--- config.mk ---
export PLATFORM = sky130hd
export DESIGN_NAME = iob_cpu_bus_arbiter_flat
export DESIGN_NICKNAME = d
export VERILOG_FILES = /design/src/rtl/iob_cpu_bus_arbiter_pkg.sv /design/src/rtl/iob_cpu_bus_arbiter_if.sv /design/src/rtl/iob_cpu_bus_arb_sel.sv /design/src/rtl/iob_cpu_bus_arbiter.sv /design/src/flat_wrapper.sv
export SDC_FILE = /design/constraint.sdc
export NUM_CORES = 1
export LEC_CHECK = 0
export BUFFER_PORTS_ARGS = -buffer_cell sky130_fd_sc_hd__buf_2
export CORE_AREA = 2 2 120 122
export CTS_BUF_LIST = sky130_fd_sc_hd__clkbuf_8
export DETAILED_ROUTE_END_ITERATION = 10
export DIE_AREA = 0 0 122 124
export GPL_TIMING_DRIVEN = 0
export SLEW_MARGIN = 40
export SYNTH_ARGS = -nofsm -noshare
export SYNTH_HDL_FRONTEND = slang
export SYNTH_SLANG_ARGS = --single-unit
--- constraint.sdc ---
create_clock -name clk -period 9.7 [get_ports clk]
set_clock_uncertainty 0.2 [all_clocks]
set_input_delay 2.91 -clock clk [delete_from_list [all_inputs] [get_ports clk]]
set_output_delay 2.91 -clock clk [all_outputs]
set_load 0.005 [all_outputs]
--- src/rtl/iob_cpu_bus_arbiter_pkg.sv ---
// Shared iob bus definitions for the CPU bus arbiter: width helpers and FSM states.
package iob_cpu_bus_arbiter_pkg;

  typedef enum logic {
    IDLE = 1'b0,
    BUSY = 1'b1
  } arb_state_t;

  // Request: {valid, addr, wdata, wstrb}
  function automatic int req_w(input int addr_w, input int data_w);
    return 1 + addr_w + data_w + data_w / 8;
  endfunction

  // Response: {rdata, ready}
  function automatic int resp_w(input int data_w);
    return data_w + 1;
  endfunction

endpackage

--- src/rtl/iob_cpu_bus_arbiter_if.sv ---
// iob bus bundle between the two CPU masters, the arbiter and the downstream slave.
interface iob_cpu_bus_arbiter_if
  import iob_cpu_bus_arbiter_pkg::*;
#(
  parameter int ADDR_W = 32,
  parameter int DATA_W = 32
);
  localparam int REQ_W  = req_w(ADDR_W, DATA_W);
  localparam int RESP_W = resp_w(DATA_W);

  logic [REQ_W-1:0]  m0_req;
  logic [RESP_W-1:0] m0_resp;
  logic [REQ_W-1:0]  m1_req;
  logic [RESP_W-1:0] m1_resp;
  logic [REQ_W-1:0]  s_req;
  logic [RESP_W-1:0] s_resp;

  // Arbiter side
  modport slave (
    input  m0_req, m1_req, s_resp,
    output m0_resp, m1_resp, s_req
  );

  // Masters and memory side, as driven by the surrounding system
  modport master (
    output m0_req, m1_req, s_resp,
    input  m0_resp, m1_resp, s_req
  );
endinterface

--- src/rtl/iob_cpu_bus_arb_sel.sv ---
// Combinational 2-way selector: fixed m1-over-m0 priority, or round-robin when
// IOB_CPU_BUS_ARB_RR_EN is defined.
module iob_cpu_bus_arb_sel (
  input  logic [1:0] valid,
`ifdef IOB_CPU_BUS_ARB_RR_EN
  input  logic       last,
`endif
  output logic [1:0] sel
);

  always_comb begin
    sel = '0;
    case (valid)
      2'b01: sel = 2'b01;
      2'b10: sel = 2'b10;
      2'b11: begin
`ifdef IOB_CPU_BUS_ARB_RR_EN
        // last = 1 means m1 was granted last, so m0 takes the tie
        sel = last ? 2'b01 : 2'b10;
`else
        sel = 2'b10;
`endif
      end
      default: sel = '0;
    endcase
  end

endmodule

--- src/rtl/iob_cpu_bus_arbiter.sv ---
// Two-master, one-slave iob arbiter (ibus = m0, dbus = m1) with grant held until
// slave ready. Define IOB_CPU_BUS_ARB_RR_EN for round-robin tie-breaking.
module iob_cpu_bus_arbiter
  import iob_cpu_bus_arbiter_pkg::*;
#(
  parameter int ADDR_W = 32,
  parameter int DATA_W = 32
) (
  input  logic                  clk,
  input  logic                  rst,
  iob_cpu_bus_arbiter_if.slave  bus,
  output logic [1:0]            gnt,
  output logic                  busy
);

  localparam int REQ_W  = req_w(ADDR_W, DATA_W);
  localparam int RESP_W = resp_w(DATA_W);

  if (DATA_W % 8 != 0) begin : g_bad_data_w
    $fatal(1, "iob_cpu_bus_arbiter: DATA_W must be a multiple of 8");
  end

  arb_state_t state;
  logic [1:0] gnt_q;
  logic       gap_q;
  logic [1:0] valid;
  logic [1:0] sel;
  logic       s_ready;

  assign valid   = {bus.m1_req[REQ_W-1], bus.m0_req[REQ_W-1]};
  assign s_ready = bus.s_resp[0];

`ifdef IOB_CPU_BUS_ARB_RR_EN
  logic last_q;

  iob_cpu_bus_arb_sel u_sel (
    .valid (valid),
    .last  (last_q),
    .sel   (sel)
  );
`else
  iob_cpu_bus_arb_sel u_sel (
    .valid (valid),
    .sel   (sel)
  );
`endif

  // gap_q marks the cycle after a BUSY completion: the ready cycle itself never
  // re-arbitrates, and the following IDLE cycle keeps s_req quiet.
  always_ff @(posedge clk or posedge rst) begin
    if (rst) begin
      state <= IDLE;
      gnt_q <= '0;
      gap_q <= 1'b0;
`ifdef IOB_CPU_BUS_ARB_RR_EN
      last_q <= 1'b0;
`endif
    end else begin
      case (state)
        IDLE: begin
          gap_q <= 1'b0;
          if (!gap_q && sel != 2'b00) begin
            if (s_ready) begin
`ifdef IOB_CPU_BUS_ARB_RR_EN
              last_q <= sel[1];
`endif
            end else begin
              gnt_q <= sel;
              state <= BUSY;
            end
          end
        end
        BUSY: begin
          if (s_ready) begin
            state <= IDLE;
            gap_q <= 1'b1;
`ifdef IOB_CPU_BUS_ARB_RR_EN
            last_q <= gnt_q[1];
`endif
          end
        end
        default: state <= IDLE;
      endcase
    end
  end

  always_comb begin
    gnt = '0;
    if (!rst) begin
      if (state == BUSY) gnt = gnt_q;
      else if (!gap_q)   gnt = sel;
    end
  end

  always_comb begin
    bus.s_req = '0;
    case (gnt)
      2'b01:   bus.s_req = bus.m0_req;
      2'b10:   bus.s_req = bus.m1_req;
      default: bus.s_req = '0;
    endcase
  end

  assign bus.m0_resp = {bus.s_resp[RESP_W-1:1], s_ready & gnt[0]};
  assign bus.m1_resp = {bus.s_resp[RESP_W-1:1], s_ready & gnt[1]};
  assign busy        = (state == BUSY);

endmodule

--- src/flat_wrapper.sv ---
// flat-port wrapper written by rule: the top's interface ports become plain ports
module iob_cpu_bus_arbiter_flat import iob_cpu_bus_arbiter_pkg::*;
#(
  parameter int ADDR_W = 32,
  parameter int DATA_W = 32
)
  (clk, rst, gnt, busy, bus_m0_req, bus_m1_req, bus_s_resp, bus_m0_resp, bus_m1_resp, bus_s_req);
  iob_cpu_bus_arbiter_if #(.ADDR_W(ADDR_W), .DATA_W(DATA_W)) bus_i ();
  input  logic clk;
  input  logic rst;
  output logic [1:0] gnt;
  output logic busy;
  input wire logic [$bits(bus_i.m0_req)-1:0] bus_m0_req;
  input wire logic [$bits(bus_i.m1_req)-1:0] bus_m1_req;
  input wire logic [$bits(bus_i.s_resp)-1:0] bus_s_resp;
  output wire logic [$bits(bus_i.m0_resp)-1:0] bus_m0_resp;
  output wire logic [$bits(bus_i.m1_resp)-1:0] bus_m1_resp;
  output wire logic [$bits(bus_i.s_req)-1:0] bus_s_req;
  assign bus_i.m0_req = bus_m0_req;
  assign bus_i.m1_req = bus_m1_req;
  assign bus_i.s_resp = bus_s_resp;
  assign bus_m0_resp = bus_i.m0_resp;
  assign bus_m1_resp = bus_i.m1_resp;
  assign bus_s_req = bus_i.s_req;
  iob_cpu_bus_arbiter #(.ADDR_W(ADDR_W), .DATA_W(DATA_W)) u_core (.clk(clk), .rst(rst), .bus(bus_i), .gnt(gnt), .busy(busy));
endmodule
==> qor.yml <==
worst_setup_path:
  r2r.worst_path.cells: 2
  worstReg2RegEnd: "u_core.gnt_q[1]"
  end_kind: "primary output"
  setup.reg_to_reg.worst_slack_ns: 8.19
  path_common_cell: "buf_2"
  critPathMaxFanout: 10
  reg2reg_from: "u_core.busy"
  startpoint_to_endpoint_class_of_the_critical_path: "input port to primary output"
  crit_path_cell_trace: "buf_2 > or4b_4 > a21oi_1 > ha_1 > buf_2 > buf_2 > buf_2 > a22oi_1 > nor2_1 > buf_2"
  crit_required_ns: 6.59
  critical_path.max_stage_delay_ns: 0.55
  slowest_stage: "or4b_4"
  worstPathArrival_ns: 5.11
  startpoint_type: "input port"
logic_synthesis:
  mappedNetlistNets: 429
  synthArstFlopShare: 1.00
  yosys_synthesis_warning_count: 0
  synthTopCellsByArea: "a22oi_1 (32%), buf_4 (30%), nor2_1 (16%)"
  ys_seq_area_frac: 0.0618
  synth_top_area_share: 0.324
  synth.cells.most_frequent: "nor2_1 (71), a22oi_1 (70), buf_4 (64)"
  yosys_most_used_dff: "dfrtp_1"
  synthDominantAreaCellType: "a22oi_1"
  synth_enable_flop_cells: 0
  post_synth_instance_area_sq_um: 1620
  number_of_standard_cells_after_synthesis: 254
  ys_ff_latch: 4
  synth_cell_types: 18
  post-synth-top-count-cell: "nor2_1"
  syn_area_per_cell_sq_um: 6.38
final_layout:
  diodes: 0
  drive_gt1_frac: 0.664
  n_fill_cell: 1569
  final_cells: 715
  nets: 712
  area_growth_pct: 102
floorplanning:
  die_width_microns: 122
  floorplan.die_area_sq_um: 15100
  initial_utilization: 0.118
  io-pin-count: 311
  core_sq_um: 13700
  std_cell_rows: 43
  die-height_microns: 124
timing:
  worstMarginPinSlew_ns: 0.523
  worst_slew_margin_rel: 0.652
  grt_setup_unrepaired: "no"
  max_freq_mhz: 122
  setup_viol: 0
  hold_violations: 0
  drv_slew: 0
  share_of_the_clock_period_used_by_the_worst_path: 0.847
  setup_total_negative_slack_ns: 0
  fin_hold_ws_ns: 0.323
  period_needed_ns: 8.22
route:
  antenna_left: 0
  first_iter_violations: 102
  detail_route.wl_per_cell_microns: 13.3
  dr.pass1.iters: 4
  via_count: 2833
  vias_per_cell: 3.96
  wl_microns: 9490
  drc_errors: 0
pwr:
  power.share.switching: 0.424
  power-per-cell-area_nw_per_um2: 67.8
  static-leakage-power_uw: 0.00190
  p_int_uw: 128
  post-layout-total-power_uw: 222
  vdd_ir_drop_max_mv: 0.0624
  total_switching_power_uw: 94.2
  seq_power_share: 0.097
  power.share.combinational: 0.742
  power_frac_clock: 0.161
clock_network:
  ctsLongestPathBuffers: 2
  cts_tree: "built"
  cts.sinks: 4
  cts.repair.resized: 0
  number_of_h_tree_branching_levels: 1
  cts_hold_buffers: 0
  insertion_delay_ns: 0.22
  cts_setup_buffers: 0
  clkSlewWorstSetupHoldPaths_ns: 0.03
  tritoncts.num_buffers: 3
  clock_tree.root_cell: "clkbuf_8"
min_path:
  whs_path_depth: 2
  hold_path.startpoint: "u_core.gnt_q[0]"
  hold_end: "u_core.gnt_q[0]"
  hold_class: "register to register"
placement:
  place.detailed.hpwl_microns: 8350
  port_buffers: 278
  gpl.final_weighted_congestion: 0.748
  dp.cells: 712
global_routing:
  first_global_vias: 2509
  global_route.overflow_total: 0
  antenna_found_initial: 0
  wire_length_of_the_first_global_routing_pass_microns: 12600
  grt_usage: 0.105
  grt_max_degree: 11
job:
  max_cap_violations: 0
status:
  run_status: "finished clean"
cell type report:
cell class,instances,area [sq um],share of cell area
tap,180,225,0.0687
clock buffer,3,41.3,0.0126
buffer,88,581,0.177
sequential,4,100,0.0305
timing repair buffer,278,1390,0.424
inverter,3,11.3,0.00344
multi-input combinational,159,928,0.283
stage by stage:
step                      instance area, sq um  worst slack (ns)  utilization
after global placement                    3240              1.45        0.236
after CTS                                 3280              1.43        0.239
after global routing                      3280              1.31        0.239
after detailed placement                  3240              1.43        0.236
final                                     3280              1.48        0.239
after floorplan                           1620              2.06            -
flip-flops by register name, summed over array words and instances, names as in the netlist:
signal        flops
u_core.gap_q      1
u_core.busy       1
u_core.gnt_q      2
critical path: cells and delay by family:
kind / cells / cell delay (ns)
buffers and inverters: 5 / 1.03
AND/OR/NAND/NOR: 2 / 0.69
AO/OA/AOI/OAI: 2 / 0.32
adder cells (fa/ha/maj): 1 / 0.17
kinds of logic (layout without fill, tap and decap cells):
group	Yosys count	after routing	share of synthesized area
AOI/OAI and AO/OA	79	79	0.359
adders and majority gates	2	2	0.0154
buffers and inverters	91	372	0.365
DFF	4	4	0.0618
and+or+nand+nor	78	78	0.198
worst max-delay path by stage:
stage	endpoint	slack, ns	from	depth (start not counted)
finish	bus_s_req[56]	1.48	bus_m1_req[68]	10
global route	bus_s_req[56]	1.31	bus_m1_req[68]	10
CTS	bus_s_req[56]	1.43	bus_m1_req[68]	10
detailed placement	bus_s_req[56]	1.43	bus_m1_req[68]	10
global placement	bus_s_req[56]	1.45	bus_m1_req[68]	10
floorplan	bus_s_req[44]	2.06	bus_m1_req[68]	7
routing by layer:
| layer | track usage | routed length [microns] | vias to the layer above |
|---|---|---|---|
| met3 | 0.0114 | 845 | 5 |
| met1 | 0.125 | 3590 | 1263 |
| met4 | 0.0144 | 42 | 0 |
| li1 | - | - | 1392 |
| met2 | 0.206 | 5020 | 173 |
| met5 | 0 | 0 | - |
power groups by stage:
stage          Clock (uW)  Sequential [uW]  Combinational, uW
6_report             35.7             21.6                165
3_3_place_gp            0             21.7                166
3_5_place_dp            0             21.8                167
5_1_grt              36.7             22.2                184
2_1_floorplan           0             21.3               86.4
4_1_cts              36.8             21.6                167
placed cells by master, fill, tap and decap left out:
master,instances
buf_1,1
nor2_1,71
or3b_1,1
a22o_1,1
a22oi_1,70
nand2b_1,1
o21bai_1,1
buf_2,286
inv_1,3
nand2_1,2
a21o_1,2
nor3_1,1
dfrtp_1,4
clkbuf_8,3
ha_1,2
clkbuf_1,15
or4b_4,2
buf_4,64
a21oi_1,5
(Power assumes the default switching activity.)
